### src/rtl/layer_sequencer.sv
`default_nettype none
// ============================================================================
//  Module   : layer_sequencer
//  Purpose  : Sequences a fully-connected ReLU network layer by layer, doing
//             one MAC per cycle over ping/pong neuron banks and a weight ROM.
//  Revision : 1.0  initial release
// ============================================================================
module layer_sequencer #(
    parameter int DATA_W      = 8,
    parameter int ADDR_W      = 8,
    parameter int ACC_W       = 24,
    parameter int FRAC        = 0,
    parameter int PING_BASE   = 0,
    parameter int PONG_BASE   = 128,
    parameter int WEIGHT_BASE = 0
) (
    input  logic              clk,
    input  logic              reset,
    input  logic              start,
    input  logic [3:0]        num_layers,
    output logic [3:0]        cfg_idx,
    input  logic [ADDR_W-1:0] cfg_size,
    output logic [ADDR_W-1:0] w_addr,
    input  logic [DATA_W-1:0] w_data,
    output logic [ADDR_W-1:0] rd_addr,
    input  logic [DATA_W-1:0] rd_data,
    output logic              wr_en,
    output logic [ADDR_W-1:0] wr_addr,
    output logic [DATA_W-1:0] wr_data,
    output logic              busy,
    output logic              done,
    output logic              err,
    output logic [ADDR_W-1:0] result_base
);

    typedef enum logic [2:0] {
        S_IDLE  = 3'd0,
        S_CFG   = 3'd1,
        S_MAC   = 3'd2,
        S_DRAIN = 3'd3,
        S_WRITE = 3'd4,
        S_DONE  = 3'd5
    } state_t;

    localparam logic [ADDR_W-1:0]       c_ping    = ADDR_W'(PING_BASE);
    localparam logic [ADDR_W-1:0]       c_pong    = ADDR_W'(PONG_BASE);
    localparam logic [ADDR_W-1:0]       c_wbase   = ADDR_W'(WEIGHT_BASE);
    localparam logic [ADDR_W-1:0]       c_one     = ADDR_W'(1);
    localparam logic signed [ACC_W-1:0] c_sat_max = ACC_W'((2 ** (DATA_W - 1)) - 1);

    state_t                   r_state;
    logic [ADDR_W-1:0]        r_nin;
    logic [ADDR_W-1:0]        r_nout;
    logic [ADDR_W-1:0]        r_j;
    logic [ADDR_W-1:0]        r_k;
    logic [ADDR_W-1:0]        r_in_base;
    logic [ADDR_W-1:0]        r_out_base;
    logic [3:0]               r_layer;
    logic [3:0]               r_num_layers;
    logic signed [ACC_W-1:0]  r_acc;

    logic signed [2*DATA_W-1:0] w_prod;
    logic signed [ACC_W-1:0]    w_prod_ext;
    logic signed [ACC_W-1:0]    w_acc_sum;
    logic signed [ACC_W-1:0]    w_shifted;
    logic [DATA_W-1:0]          w_act;

    assign w_prod     = $signed(rd_data) * $signed(w_data);
    assign w_prod_ext = ACC_W'(w_prod);
    assign w_acc_sum  = r_acc + w_prod_ext;
    assign w_shifted  = w_acc_sum >>> FRAC;

    // ReLU followed by saturation to the positive range of DATA_W
    always_comb begin
        w_act = w_shifted[DATA_W-1:0];
        if (w_shifted[ACC_W-1]) begin
            w_act = '0;
        end else if (w_shifted > c_sat_max) begin
            w_act = c_sat_max[DATA_W-1:0];
        end
    end

    always_ff @(posedge clk) begin
        if (reset) begin
            r_state      <= S_IDLE;
            busy         <= 1'b0;
            done         <= 1'b0;
            err          <= 1'b0;
            wr_en        <= 1'b0;
            cfg_idx      <= 4'd0;
            w_addr       <= c_wbase;
            rd_addr      <= c_ping;
            wr_addr      <= c_pong;
            wr_data      <= '0;
            result_base  <= c_ping;
            r_acc        <= '0;
            r_nin        <= '0;
            r_nout       <= '0;
            r_j          <= '0;
            r_k          <= '0;
            r_in_base    <= c_ping;
            r_out_base   <= c_pong;
            r_layer      <= 4'd0;
            r_num_layers <= 4'd0;
        end else begin
            done  <= 1'b0;
            err   <= 1'b0;
            wr_en <= 1'b0;
            case (r_state)
                S_IDLE: begin
                    cfg_idx <= 4'd0;
                    if (start) begin
                        r_nin        <= cfg_size;
                        r_num_layers <= num_layers;
                        r_layer      <= 4'd1;
                        r_in_base    <= c_ping;
                        r_out_base   <= c_pong;
                        w_addr       <= c_wbase;
                        cfg_idx      <= 4'd1;
                        busy         <= 1'b1;
                        r_state      <= S_CFG;
                    end
                end
                S_CFG: begin
                    r_nout  <= cfg_size;
                    r_j     <= '0;
                    r_k     <= '0;
                    r_acc   <= '0;
                    rd_addr <= r_in_base;
                    if (r_nin == '0 || cfg_size == '0 || r_num_layers == 4'd0) begin
                        err     <= 1'b1;
                        busy    <= 1'b0;
                        cfg_idx <= 4'd0;
                        r_state <= S_IDLE;
                    end else begin
                        r_state <= S_MAC;
                    end
                end
                S_MAC: begin
                    // Operands issued in the previous cycle are valid now
                    if (r_k != '0) begin
                        r_acc <= w_acc_sum;
                    end
                    r_k     <= r_k + c_one;
                    w_addr  <= w_addr + c_one;
                    rd_addr <= rd_addr + c_one;
                    if (r_k == r_nin - c_one) begin
                        r_state <= S_DRAIN;
                    end
                end
                S_DRAIN: begin
                    r_acc   <= w_acc_sum;
                    wr_en   <= 1'b1;
                    wr_addr <= r_out_base + r_j;
                    wr_data <= w_act;
                    r_state <= S_WRITE;
                end
                S_WRITE: begin
                    if (r_j != r_nout - c_one) begin
                        r_j     <= r_j + c_one;
                        r_k     <= '0;
                        r_acc   <= '0;
                        rd_addr <= r_in_base;
                        r_state <= S_MAC;
                    end else if (r_layer < r_num_layers) begin
                        r_nin      <= r_nout;
                        r_layer    <= r_layer + 4'd1;
                        cfg_idx    <= r_layer + 4'd1;
                        r_in_base  <= r_out_base;
                        r_out_base <= r_in_base;
                        r_state    <= S_CFG;
                    end else begin
                        done        <= 1'b1;
                        result_base <= r_out_base;
                        r_state     <= S_DONE;
                    end
                end
                S_DONE: begin
                    busy    <= 1'b0;
                    cfg_idx <= 4'd0;
                    r_state <= S_IDLE;
                end
                default: begin
                    busy    <= 1'b0;
                    r_state <= S_IDLE;
                end
            endcase
        end
    end

endmodule
`default_nettype wire

### config.mk
export PLATFORM = sky130hd
export DESIGN_NAME = layer_sequencer
export DESIGN_NICKNAME = d
export VERILOG_FILES = /design/src/rtl/layer_sequencer.sv
export SDC_FILE = /design/constraint.sdc
export NUM_CORES = 1
export LEC_CHECK = 0
export BUFFER_PORTS_ARGS = -buffer_cell sky130_fd_sc_hd__buf_4
export CAP_MARGIN = 10
export CORE_ASPECT_RATIO = 1.5
export CORE_UTILIZATION = 56
export DETAILED_ROUTE_END_ITERATION = 10
export PLACE_DENSITY = 0.78
export SLEW_MARGIN = 20
export SYNTH_ARGS = -nofsm -noshare
export SYNTH_HDL_FRONTEND = slang
export SYNTH_SLANG_ARGS = --single-unit
### constraint.sdc
create_clock -name clk -period 6.5 [get_ports clk]
set_input_delay 0.975 -clock clk [delete_from_list [all_inputs] [get_ports clk]]
set_output_delay 0.975 -clock clk [all_outputs]
set_load 0.02 [all_outputs]
## Word-level counts from Yosys, hierarchy flattened

Index checks and enable logic that the tools add are counted.

| word-level totals | value |
|---|---|
| register bits after elaboration | 131 |
| output and inout port bits | 48 |

| operators by class | value |
|---|---|
| multiply operators | 1 |
| equal/unequal tests | 14 |
| add/subtract/negate cells | 9 |
| bitwise operators | 5 |
| reduce and logical (&&, ||, !) cells | 26 |
| magnitude comparators | 2 |
| multiplexer cells | 43 |

Operator list:

| kind | count |
|---|---|
| 8-bit 2-to-1 mux | 14 |
| 24-bit case mux with 4 select lines | 1 |
| 8-bit case mux with 2 select lines | 5 |
| 24-bit 2-to-1 mux | 2 |
| 8-bit case mux with 3 select lines | 2 |
| 8-bit by 1-bit adder with 8-bit output, second input constant | 4 |
| 24-bit by 16-bit adder with 24-bit output | 1 |
| 24-bit by 8-bit > comparator with 1-bit output, second input constant | 1 |
| 8-bit logical NOT | 2 |
| 8-bit by 8-bit multiplier with 16-bit output | 1 |
| 4-bit 2-to-1 mux | 4 |
| 4-bit case mux with 4 select lines | 1 |
| 8-bit by 1-bit subtractor with 8-bit output, second input constant | 2 |
| 3-bit case mux with 5 select lines | 1 |
| 2-bit != test, second input constant | 7 |
| 3-bit 2-to-1 mux | 4 |
| 2-bit AND reduction | 5 |
| 3-bit AND reduction | 3 |
| 8-bit adder | 1 |
| 8-bit equality test | 1 |
| 8-bit != test | 1 |
| 4-bit case mux with 2 select lines | 1 |
| 4-bit AND reduction | 2 |
| 4-bit nonzero test | 2 |
| other kinds (17) | 32 |

## Logic depth before layout (Yosys ltp)

| depth | value |
|---|---|
| word-level depth | 5 |
| depth in mapped cells | 22 |

## Least setup slack after synthesis

No wires, ideal clock.

| path | value |
|---|---|
| path type | input to register |
| start | input w_data[1] |
| end | register wr_data[0] |
| required time | 6,378 ps |
| setup time | 122 ps |
| data arrival time | 6,767 ps |
| stages | 17 |
| path buffers | 1 |
| setup slack | -389 ps |
| cell sequence | clkbuf_1 > and2_1 > fa_1 > fa_1 > fa_1 > fa_1 > ha_1 > ha_1 > a21o_1 > a21oi_1 > a21boi_0 > a2111oi_0 > nor2_1 > xnor2_1 > or3_1 > o41a_1 > a221o_1 |

| on the way | value |
|---|---|
| longest elaborated chain between the ends | 5 |

Ends and longest elaborated chain:

| item | RTL line | source |
|---|---|---|
| start: declaration | 24 | `input logic [DATA_W-1:0] w_data,` |
| 8-bit by 8-bit multiplier with 16-bit output (*) | 68 | `assign w_prod = $signed(rd_data) * $signed(w_data);` |
| 24-bit by 16-bit adder with 24-bit output (*) | 70 | `assign w_acc_sum = r_acc + w_prod_ext;` |
| 24-bit by 8-bit > comparator with 1-bit output | 78 | `end else if (w_shifted > c_sat_max) begin` |
| 8-bit 2-to-1 mux | 78 |  |
| 8-bit 2-to-1 mux (*) | 76 | `if (w_shifted[ACC_W-1]) begin` |
| end signal: assignment | 155 | `wr_data <= w_act;` |
| end: declaration | 29 | `output logic [DATA_W-1:0] wr_data,` |

Every way passes the cells marked *; elsewhere a longest branch is shown, timed or not.
A chain may end at the register's enable or synchronous reset.

## Worst setup path after layout

| path | value |
|---|---|
| start | input rd_data[0] |
| end | register wr_data[0] |

| on the way | value |
|---|---|
| longest elaborated chain between the ends | 5 |

Ends and longest elaborated chain:

| item | RTL line | source |
|---|---|---|
| start: declaration | 26 | `input logic [DATA_W-1:0] rd_data,` |
| 8-bit by 8-bit multiplier with 16-bit output (*) | 68 |  |
| 24-bit by 16-bit adder with 24-bit output (*) | 70 |  |
| 24-bit by 8-bit > comparator with 1-bit output | 78 |  |
| 8-bit 2-to-1 mux | 78 |  |
| 8-bit 2-to-1 mux (*) | 76 |  |

Marked as above.

==> impl_metrics.tcl <==
set metrics [dict create \
    status "complete, no violations" \
    synth_cell_types 61 \
    syn_inst 1151 \
    wirelength_um 25500 \
    syn_area_per_cell_um2 8.93 \
    max_slew_margin 0.309 \
    final_nets 1480 \
    fin_crit_sh 0.964 \
    cts_sinks 131 \
    worstPathRequired_ns 6.80 \
    design_area_mm2 0.0121 \
    crit_slowest_cell "fa_1" \
    vias 8658 \
    cts_hold_buffers 0 \
    start_util 0.573 \
    rows 60 \
    routedWlPerCell_um 17.0 \
    dieHeight_um 168 \
    synth-seq-cells 131 \
    final_cells 1500 \
    pin_count 79 \
    grt_max_degree 89 \
    cp_cell_sequence "buf_4 -> nand2b_1 -> fa_1 -> fa_1 -> inv_1 -> fa_1 -> fa_1 -> fa_1 -> ha_1 -> a21o_1 -> a21oi_1 -> a21boi_1 -> a2111oi_1 -> buf_4 -> nor2_1 -> xnor2_1 -> or3_1 -> o41a_1 -> a221o_1" \
    htree_levels 4 \
    ir_drop_mv 0.330 \
    area_growth_pct 18.2 \
    die_x_um 113 \
    cp_num_buf_inv 3 \
    arrival_ns 6.56 \
    gp_congestion 0.912 \
    synth.cell_area_mm2 0.0103 \
    yosysSeqAreaShare 0.255 \
    crit_top_cell "fa_1" \
    crit_cells 19 \
    clock_skew_ns 0.00904 \
    rrSetupSlack_ns 0.72 \
    final_common_cell "buf_4" \
    layout_common_cells "buf_4, nor2_1, dfxtp_1" \
    synthArstFlopShare 0 \
    synth_edf_count 0 \
    grt_overflow 0 \
    slowest_delay_ns 0.59 \
    cap_violations 0 \
    drive_gt1_frac 0.155 \
    hold_viol 0 \
    cp-start-kind "input pin" \
    drtIter0Drc 372 \
    yosysTopAreaCell "dfxtp_1" \
    clock_latency_ns 0.42 \
    grt_pass1_wl_um 43200 \
    utilization 0.677 \
    synth_top_area_share 0.255 \
    regArea_mm2 0.00262 \
    clkTransAtPathRegs_ns 0.06 \
    die-area_mm2 0.0189 \
    cts_tree "built" \
    endpoint "wr_data[0]" \
    worstMarginPinSlew_ns 1.04 \
    reg2reg_depth 20 \
    synth_area_leaders "dfxtp_1, fa_1, ha_1" \
    fin_ws_ns 0.236 \
    dp_hpwl_um 19600 \
    crit_fanout 7 \
    final_antenna_net_count 0 \
    slew_violations 0 \
    syn_nets 1360 \
    ys.flop_type "dfxtp_1" \
    cts-root-buf "clkbuf_16" \
    cts_max_path_buffers 2 \
    fillers 1473 \
    cts_resized 0 \
    setup_tns_ns 0 \
    r2r-end "wr_data[0]" \
    core_area_mm2 0.0179 \
    routed_via_density 5.77 \
    critical-path-top-delay-family "adder cells" \
    drtPass1Iterations 5 \
    cts_buffers 17 \
    finalSetupViolCount 0 \
    fin_crit_ns 6.26 \
    cts_setup_buffers 0 \
    p_per_area_mw_per_mm2 508 \
    path_class "in -> reg" \
    drc 0 \
    rsz0062_at_grt "no" \
    io_buffers 78 \
    synth.yosys.warnings 0 \
    end_kind "register" \
    grt_use_total 0.286 \
    antenna_found_initial 0 \
    dpl.cell_count 1469 \
    placed_area_mm2 0.0115 \
    clock.fmax_ghz 0.160 \
    hold_class "reg -> reg" \
    r2r_start "r_acc[6]" \
    p_leak_uw 0.00556 \
    grt_pass1_vias 9094 \
    critPathLaunch "rd_data[0]" \
    multi_input_area_mm2 0.00700 \
    pre_cts_ws_ns -0.200 \
    num_antenna_cells 0 \
]
-- worst min-delay path: stages, from the launching register on --
cell and delay, ns:
dfxtp_1 0.31, nand2_1 0.05, a21oi_1 0.05
-- report_power, final --
part / switching, uW / total [uW] / internal, uW
clock network: 376 / 1070 / 691
registers: 63.3 / 918 / 855
logic: 2140 / 4190 / 2040
total: 2580 / 6170 / 3590
-- metal layers --
layer / up-vias / track usage / share of wire
met5: - / 0 / 0
met4: 0 / 0.139 / 0.038
met3: 78 / 0.0364 / 0.038
met2: 270 / 0.549 / 0.55
met1: 4197 / 0.303 / 0.38
li1: 4113 / - / -
-- final cells by class --
type | count | area share
Sequential cell | 131 | 0.216
Multi-Input combinational cell | 845 | 0.576
Inverter | 127 | 0.0392
Clock inverter | 12 | 0.0168
Clock buffer | 19 | 0.0365
Timing Repair Buffer | 149 | 0.0931
Tap cell | 217 | 0.0224
-- cell families after synthesis --
group,Yosys count,synth area share
buffers and inverters,175,0.0661
adder cells (fa/ha/maj),178,0.294
flip-flops,131,0.255
AO/OA/AOI/OAI,214,0.143
multiplexers,13,0.0127
AND/OR/NAND/NOR,376,0.175
XOR/XNOR,64,0.0546
-- state kept, by name (all words and copies together) (netlist names), 3 cells and up --
register / flops
r_acc: 24
r_in_base: 8
r_j: 8
r_k: 8
r_nin: 8
r_nout: 8
r_out_base: 8
rd_addr: 8
result_base: 8
w_addr: 8
wr_addr: 8
wr_data: 8
cfg_idx: 4
r_layer: 4
r_num_layers: 4
r_state: 3
-- synthesized netlist by cell type, types with 25 or more instances --
cell,count
nor2_1,134
dfxtp_1,131
inv_1,126
fa_1,105
nand2_1,85
ha_1,73
a21oi_1,67
a22oi_1,42
and2_1,40
clkbuf_1,40
xnor2_1,39
nand3_1,28
o21ai_0,26
xor2_1,25
-- per-stage QoR --
stage	total power (uW)	hold WS (ns)
floorplan	3430	0.463
global placement	4980	0.444
detailed placement	5050	0.450
CTS	6160	0.459
global route	6710	0.479
finish	6170	0.455
-- worst min path at each step --
stage                  to        from  slack [ns]  cells past startpoint
2_1_floorplan   r_nout[7]   r_nout[7]        0.46                      2
3_3_place_gp   wr_addr[3]  wr_addr[3]        0.44                      2
3_5_place_dp   wr_addr[4]  wr_addr[4]        0.45                      2
4_1_cts        wr_addr[5]  wr_addr[5]        0.46                      2
5_1_grt        wr_addr[5]  wr_addr[5]        0.48                      2
6_report       wr_addr[5]  wr_addr[5]        0.45                      2
(Power assumes the default switching activity.)
